$ cat src/rtl/servo_cfg_tick.sv
// servo_cfg_tick: configuration and timebase stage for the VSLC servo PWM generator.
//
// Byte writes land in staging registers. An address-7 write requests a commit.
// The staged set is copied into the active registers in one edge, either at
// the generator's frame boundary (frame_sync) or immediately when the active
// configuration is disabled. The active registers drive the generator directly.
// A prescaler derives the servo_clk tick train from clk.
//
// Optional feature macro: SERVO_CFG_READBACK_EN (adds rd_addr/rd_data staging readback).
//
// Ports:
//   clk, rst          system clock, synchronous active-high reset
//   wr_valid/wr_ready write handshake; wr_addr selects the register, wr_data is the byte
//   frame_sync        one-clk pulse at the generator counter wrap
//   commit_pending    commit requested but not yet applied
//   servo_set_val     active set threshold
//   servo_reset_val   active reset threshold
//   servo_freq_val    active period {freq_hi, freq_lo}
//   servo_enabled     active enable
//   servo_value       active value bit
//   servo_clk         tick train: 1 clk high, prescale+1 clk low
//   rd_addr/rd_data   (readback build only) registered staging readback, 1 clk latency

module servo_cfg_tick #(
  parameter int unsigned           PRESCALE_W   = 8,
  parameter logic [PRESCALE_W-1:0] PRESCALE_RST = '0
) (
  input  logic        clk,
  input  logic        rst,
  input  logic        wr_valid,
  output logic        wr_ready,
  input  logic [2:0]  wr_addr,
  input  logic [7:0]  wr_data,
  input  logic        frame_sync,
  output logic        commit_pending,
  output logic [7:0]  servo_set_val,
  output logic [7:0]  servo_reset_val,
  output logic [15:0] servo_freq_val,
  output logic        servo_enabled,
  output logic        servo_value,
  output logic        servo_clk
`ifdef SERVO_CFG_READBACK_EN
  ,
  input  logic [2:0]  rd_addr,
  output logic [7:0]  rd_data
`endif
);

  // Counter is one bit wider so prescale+1 never overflows at all-ones.
  localparam int unsigned CNT_W = PRESCALE_W + 1;

  localparam logic [2:0] ADDR_SET    = 3'd0;
  localparam logic [2:0] ADDR_RESET  = 3'd1;
  localparam logic [2:0] ADDR_FREQLO = 3'd2;
  localparam logic [2:0] ADDR_FREQHI = 3'd3;
  localparam logic [2:0] ADDR_PRESC  = 3'd4;
  localparam logic [2:0] ADDR_CTRL   = 3'd5;
  localparam logic [2:0] ADDR_RSVD   = 3'd6;
  localparam logic [2:0] ADDR_COMMIT = 3'd7;

  // One full configuration set; used for both staging and active copies.
  typedef struct packed {
    logic [7:0]            set_val;
    logic [7:0]            reset_val;
    logic [7:0]            freq_hi;
    logic [7:0]            freq_lo;
    logic [PRESCALE_W-1:0] prescale;
    logic                  enable;
    logic                  value;
  } cfg_t;

  localparam cfg_t CFG_RST = '{
    set_val:   8'd0,
    reset_val: 8'd0,
    freq_hi:   8'd0,
    freq_lo:   8'd0,
    prescale:  PRESCALE_RST,
    enable:    1'b0,
    value:     1'b0
  };

  cfg_t                  stg_q,  stg_d;
  cfg_t                  act_q,  act_d;
  logic                  pend_q, pend_d;
  logic [CNT_W-1:0]      cnt_q,  cnt_d;
  logic [PRESCALE_W-1:0] lim_q,  lim_d;
  logic                  tick_q, tick_d;

  logic wr_fire;
  logic apply;
  logic wrap;

  // Write port, commit request and atomic commit apply.
  always_comb begin
    stg_d   = stg_q;
    act_d   = act_q;
    pend_d  = pend_q;
    wr_fire = wr_valid && !pend_q;
    // pend_q is still 0 in the request cycle, so the request cycle never applies.
    apply   = pend_q && (frame_sync || !act_q.enable);

    if (wr_fire) begin
      case (wr_addr)
        ADDR_SET:    stg_d.set_val   = wr_data;
        ADDR_RESET:  stg_d.reset_val = wr_data;
        ADDR_FREQLO: stg_d.freq_lo   = wr_data;
        ADDR_FREQHI: stg_d.freq_hi   = wr_data;
        ADDR_PRESC:  stg_d.prescale  = PRESCALE_W'(wr_data);
        ADDR_CTRL: begin
          stg_d.enable = wr_data[0];
          stg_d.value  = wr_data[1];
        end
        ADDR_RSVD:   ;
        ADDR_COMMIT: pend_d = 1'b1;
        default:     ;
      endcase
    end

    if (apply) begin
      act_d  = stg_q;
      pend_d = 1'b0;
    end
  end

  // Prescaler: counts 0..lim+1 while enabled; lim is only reloaded at a wrap
  // (or while idle) so a running period always completes with its old value.
  always_comb begin
    cnt_d  = '0;
    lim_d  = lim_q;
    tick_d = 1'b0;
    wrap   = (cnt_q == ({1'b0, lim_q} + CNT_W'(1)));

    if (!act_q.enable) begin
      lim_d = act_d.prescale;
    end else if (wrap) begin
      lim_d  = act_d.prescale;
      // Suppress the tick if the same edge commits a disable.
      tick_d = act_d.enable;
    end else begin
      cnt_d = cnt_q + CNT_W'(1);
    end
  end

  always_ff @(posedge clk) begin
    if (rst) begin
      stg_q  <= CFG_RST;
      act_q  <= CFG_RST;
      pend_q <= 1'b0;
      cnt_q  <= '0;
      lim_q  <= PRESCALE_RST;
      tick_q <= 1'b0;
    end else begin
      stg_q  <= stg_d;
      act_q  <= act_d;
      pend_q <= pend_d;
      cnt_q  <= cnt_d;
      lim_q  <= lim_d;
      tick_q <= tick_d;
    end
  end

`ifdef SERVO_CFG_READBACK_EN
  logic [7:0] rd_q, rd_d;

  // Staging readback; reserved address reads zero, commit address reads the pending flag.
  always_comb begin
    rd_d = 8'd0;
    case (rd_addr)
      ADDR_SET:    rd_d = stg_q.set_val;
      ADDR_RESET:  rd_d = stg_q.reset_val;
      ADDR_FREQLO: rd_d = stg_q.freq_lo;
      ADDR_FREQHI: rd_d = stg_q.freq_hi;
      ADDR_PRESC:  rd_d = 8'(stg_q.prescale);
      ADDR_CTRL:   rd_d = {6'd0, stg_q.value, stg_q.enable};
      ADDR_RSVD:   rd_d = 8'd0;
      ADDR_COMMIT: rd_d = {7'd0, pend_q};
      default:     rd_d = 8'd0;
    endcase
  end

  always_ff @(posedge clk) begin
    if (rst) begin
      rd_q <= 8'd0;
    end else begin
      rd_q <= rd_d;
    end
  end

  assign rd_data = rd_q;
`endif

  assign wr_ready        = !pend_q;
  assign commit_pending  = pend_q;
  assign servo_set_val   = act_q.set_val;
  assign servo_reset_val = act_q.reset_val;
  assign servo_freq_val  = {act_q.freq_hi, act_q.freq_lo};
  assign servo_enabled   = act_q.enable;
  assign servo_value     = act_q.value;
  assign servo_clk       = tick_q;

endmodule

$ cat config.mk
export PLATFORM = sky130hd
export DESIGN_NAME = servo_cfg_tick
export DESIGN_NICKNAME = d
export VERILOG_FILES = /design/src/rtl/servo_cfg_tick.sv
export SDC_FILE = /design/constraint.sdc
export NUM_CORES = 1
export LEC_CHECK = 0
export ABC_AREA = 1
export CORE_MARGIN = 3
export CORE_UTILIZATION = 50
export CTS_CLUSTER_DIAMETER = 80
export DETAILED_ROUTE_END_ITERATION = 10
export MAX_ROUTING_LAYER = met4
export PLACE_DENSITY = 0.87
export SLEW_MARGIN = 20
export SYNTH_ARGS = -nofsm -noshare
export SYNTH_HDL_FRONTEND = slang
export SYNTH_SLANG_ARGS = --single-unit
export TNS_END_PERCENT = 1
$ cat constraint.sdc
create_clock -name clk -period 1.8 [get_ports clk]
set_clock_uncertainty 0.1 [all_clocks]
set_input_delay 0.27 -clock clk [delete_from_list [all_inputs] [get_ports clk]]
set_output_delay 0.27 -clock clk [all_outputs]
set_load 0.01 [all_outputs]
Word level (Yosys, flattened, before mapping)
Cells that the tools add are included.
Operators by class
  $add $sub $neg: 2
  $mul: 0
  divide/modulo/power cells: 0
  magnitude comparators: 0
  eq/ne operators: 8
  shifts and indexed selects: 0
  multiplexer cells: 3
  bitwise gates (word level): 2
  reduce and logical (&&, ||, !) cells: 16
Operators with widths (count)
  $mux 8: 2
  $reduce_and 2->1: 7
  $mux 10: 1
  $add 8x1->9 const B: 1
  $add 9x1->9 const B: 1
  $eq 3x3->1 const B: 3
  $eq 9x9->1: 1
  $eq 3x2->1 const B: 2
  $reduce_or 3->1: 2
  $eq 3x1->1 const B: 1
  $logic_not 3->1: 1
  $logic_and 1x1->1: 2
  $logic_not 1->1: 2
  $ne 2x1->1 const B: 1
  $not 1->1: 2
  $reduce_or 2->1: 1
  $logic_or 1x1->1: 1
Word-level totals
  register bits: 103
  latch bits: 0
  RAM bits: 0
  memory bits (read-only): 0
  output and inout port bits: 37
  logic and storage cells: 49
  memories: 0

Logic depth before layout (Yosys ltp)
  word-level depth: 6
  depth in mapped cells: 15
  depth with buffers taken out: 14

Least setup slack after synthesis
No wires, ideal clock.
  path kind: flip-flop to flip-flop
  start: register lim_q[0]
  end: register lim_q[6]
  library setup time: 109 ps
  arrival: 1581 ps
  required time: 1591 ps
  slack: 11 ps
  cell stages (with the launch flop): 14
  buffers on the path: 1
  clock period less this slack: 1789 ps
  cell sequence: dfxtp_1 ha_1 nand2_1 nor2_4 nand3_2 nand3_1 nand2_1 nor2_2 nand2_4 nand3_4 buf_8 nand2_2 nand2_1 inv_1
Between the ends
  cells in the longest elaborated chain, start to end: 3
RTL lines
  start: declaration: RTL line 86  | logic [PRESCALE_W-1:0] lim_q, lim_d;
  start signal: assignment: RTL line 157  | lim_q <= lim_d;
  $add 8x1->9: RTL line 131  | wrap = (cnt_q == ({1'b0, lim_q} + CNT_W'(1)));
  $eq 9x9->1: RTL line 131
  $ne 2x1->1 (no line)
Every way passes these cells.
A chain may end at the register's enable or synchronous reset.

Worst setup path after layout
  start: register lim_q[1]
  end: register cnt_q[4]
Between the ends
  cells in the longest elaborated chain, start to end: 3
RTL lines
  $add 8x1->9: RTL line 131
  $eq 9x9->1: RTL line 131
  $reduce_or 3->1 (no line)
  end signal: assignment: RTL line 156  | cnt_q <= cnt_d;
  end: declaration: RTL line 85  | logic [CNT_W-1:0] cnt_q, cnt_d;
Every way passes these cells.

==> flow_metrics.tcl <==
set metrics [dict create \
    grt_pass1_wl_mm 15.7 \
    cts_buffers 9 \
    grtUsageTotal_pct 20.1 \
    rsz0062_at_grt "yes" \
    final_cell_area_mm2 0.00505 \
    post-route-period-util_pct 101 \
    drtIter0Drc 337 \
    wl_per_cell_um 12.9 \
    die_w_um 99.0 \
    routed_wl_mm 9.44 \
    root_buffer "clkbuf_8" \
    drc 0 \
    placementRows 33 \
    yosysTopAreaCell "dfxtp_1" \
    power.density_mw_per_mm2 828 \
    synth_top_cells_by_count "174 x nor2_1, 103 x dfxtp_1, 89 x nand2_1" \
    layout-drive-gt1-share_pct 9.22 \
    hold_class "register to register" \
    numPortBuffers 51 \
    ys_seq_elements 103 \
    synth_area_mm2 0.00432 \
    swShare_pct 25.4 \
    min_from "cnt_q[0]" \
    path_delay_family "simple AND/OR/NAND/NOR gates" \
    peakVddDrop_uv 367 \
    rr_startpoint "lim_q[1]" \
    p_seq_share_pct 57.1 \
    violations "setup timing" \
    antenna-diode-count 0 \
    area_delta_synth_final_pct 16.9 \
    via_per_inst 5.11 \
    synth_edf_count 0 \
    crit_path_end "cnt_q[4]" \
    grt_pass1_vias 3533 \
    htreeDepth 3 \
    p_leak_nw 2.23 \
    yosys_warnings 0 \
    p_clk_share_pct 34.0 \
    grt_max_degree 85 \
    crit_arrival_ns 1.98 \
    first_pass_iters 5 \
    critPathKind "register to register" \
    antenna_found_initial 0 \
    crit_required_ns 1.96 \
    ys.flop_type "dfxtp_1" \
    dp_slack_ns -0.0291 \
    rr_endpoint "cnt_q[4]" \
    crit_path_max_incr_delay_ns 0.37 \
    startpoint_type "register" \
    synth_top_area_share_pct 47.7 \
    vias 3748 \
    cts_sinks 103 \
    critical_path_depth 11 \
    postSynth.asyncResetShare_pct 0 \
    dpl.cell_count 717 \
    crit_buf_inv 1 \
    relSlewSlack_pct 75.4 \
    end_kind "register" \
    combinationalPowerShare_pct 8.9 \
    fmax_ghz 0.551 \
    synth.area.top_cells "dfxtp_1 48%, nor2_1 15%, o21ai_0 9.0%" \
    period_needed_ns 1.81 \
    dieArea_mm2 0.00980 \
    start_util_pct 52.1 \
    dp_hpwl_mm 6.50 \
    cts_setup_buffers 0 \
    max_cap_violations 0 \
    syn-num-nets 616 \
    p_int_w 0.00312 \
    p_sw_w 0.00106 \
    yosysMostFrequentCell "nor2_1" \
    cts_tree "built" \
    synth.distinct_cells 28 \
    num_io_pins 52 \
    crit_path_start "lim_q[1]" \
    cts_hold_buffers 0 \
    cp_max_fo 9 \
    die_h_um 99.0 \
    reg2regPathDepth 11 \
    slew_viol_final 0 \
    gp_congestion 0.859 \
    regToRegSetupSlack_ns -0.01 \
    final_antenna_net_count 0 \
    status "complete, but fails checks" \
    hold_viol_final 0 \
    clk_pin_slew_worst_paths_ns 0.09 \
    syn_avg_cell_area_um2 7.22 \
    crit_chain "ha_4 > nand3_1 > o21ai_2 > nand2_1 > nand2_1 > nand2_1 > nor2_2 > nand2_4 > nand3_4 > buf_12 > a21oi_1" \
    globalRoute.totalOverflow 0 \
    crit_slowest_cell "dfxtp_2" \
    finalSetupViolCount 10 \
    worstSkewPairLatency_ns 0.37 \
    setup_slack_ns -0.0133 \
    instances_no_fill 734 \
    synthCells 599 \
    seq_area_frac_synth_pct 47.7 \
    coreArea_mm2 0.00830 \
    nets 641 \
    worstMarginPinSlew_ns 0.367 \
    cts_max_path_buffers 2 \
    cp_common_cell "nand2_1" \
    post_dp_cell_area_mm2 0.00479 \
]
## placed cells by master (no fill, tap or decap), types with 4 or more instances in the layout
cell             count
nand2_2              5
nand2_1             86
dfxtp_2              8
clkbuf_8            11
dfxtp_1             95
nor2_1             173
buf_4                9
nand3_1             17
buf_12               4
clkdlybuf4s50_1     49
o21ai_0             77
nand3b_1             4
inv_1               52
## sequential cells by signal (all words and copies together), names as in the netlist
signal / flops
stg_q: 42
servo_freq_val: 16
cnt_q: 9
act_q: 8
lim_q: 8
servo_reset_val: 8
servo_set_val: 8
commit_pending: 1
servo_clk: 1
servo_enabled: 1
servo_value: 1
## cell families after synthesis
family / synth area share, %
AND/OR/NAND/NOR: 28.4
flip-flops: 47.7
AO/OA/AOI/OAI: 9.87
adder cells (fa/ha/maj): 0.579
XOR/XNOR: 1.22
buffers and inverters: 12.3
## worst min path at each step
stage                          to  slack [ns]  depth (start not counted)
6_report                 cnt_q[0]        0.37                          1
5_1_grt                  cnt_q[0]        0.40                          1
4_1_cts        servo_reset_val[4]        0.39                          2
3_5_place_dp   servo_reset_val[4]        0.37                          2
3_3_place_gp            stg_q[14]        0.36                          2
2_1_floorplan           stg_q[18]        0.30                          2
## stage by stage
step	utilization (%)	TNS (ns)	hold WS, ns	total power [W]
2_1_floorplan	-	0	0.305	0.00266
3_3_place_gp	57.7	0	0.358	0.00279
3_5_place_dp	57.7	-0.301	0.370	0.00280
4_1_cts	60.2	-0.490	0.392	0.00419
5_1_grt	60.9	-1.49	0.402	0.00434
6_report	60.9	-0.0777	0.368	0.00418
## area by class of cell
class / count / area (µm²)
Clock buffer: 11 / 151
Clock inverter: 5 / 46.3
Fill cell: 679 / 3250
Inverter: 53 / 199
Multi-Input combinational cell: 392 / 1780
Sequential cell: 103 / 2070
Tap cell: 105 / 131
Timing Repair Buffer: 65 / 671
## power groups by stage
stage	registers (W)	logic [W]	clock network, W
floorplan	0.00243	0.000234	0
CTS	0.00239	0.000368	0.00143
global placement	0.00243	0.000354	0
finish	0.00239	0.000373	0.00142
global route	0.00240	0.000414	0.00153
detailed placement	0.00244	0.000366	0
## what timing repair did
| action | 4_1_cts | 5_1_grt |
|---|---|---|
| resized for setup | 4 | 17 |
| setup endpoints to repair | 21 | 19 |
| cloned | 0 | 1 |
| pin swaps | 0 | 5 |
| endpoints found under the hold margin | 0 | 0 |
## metal layers
| metal | track usage, % | part of all wire, % | vias up |
|---|---|---|---|
| met5 | - | 0 | - |
| met4 | 10.5 | 2.7 | 0 |
| met3 | 3.04 | 4.1 | 22 |
| met2 | 34.0 | 51 | 102 |
| met1 | 23.1 | 42 | 1750 |
| li1 | - | - | 1874 |
(Power assumes the default switching activity.)
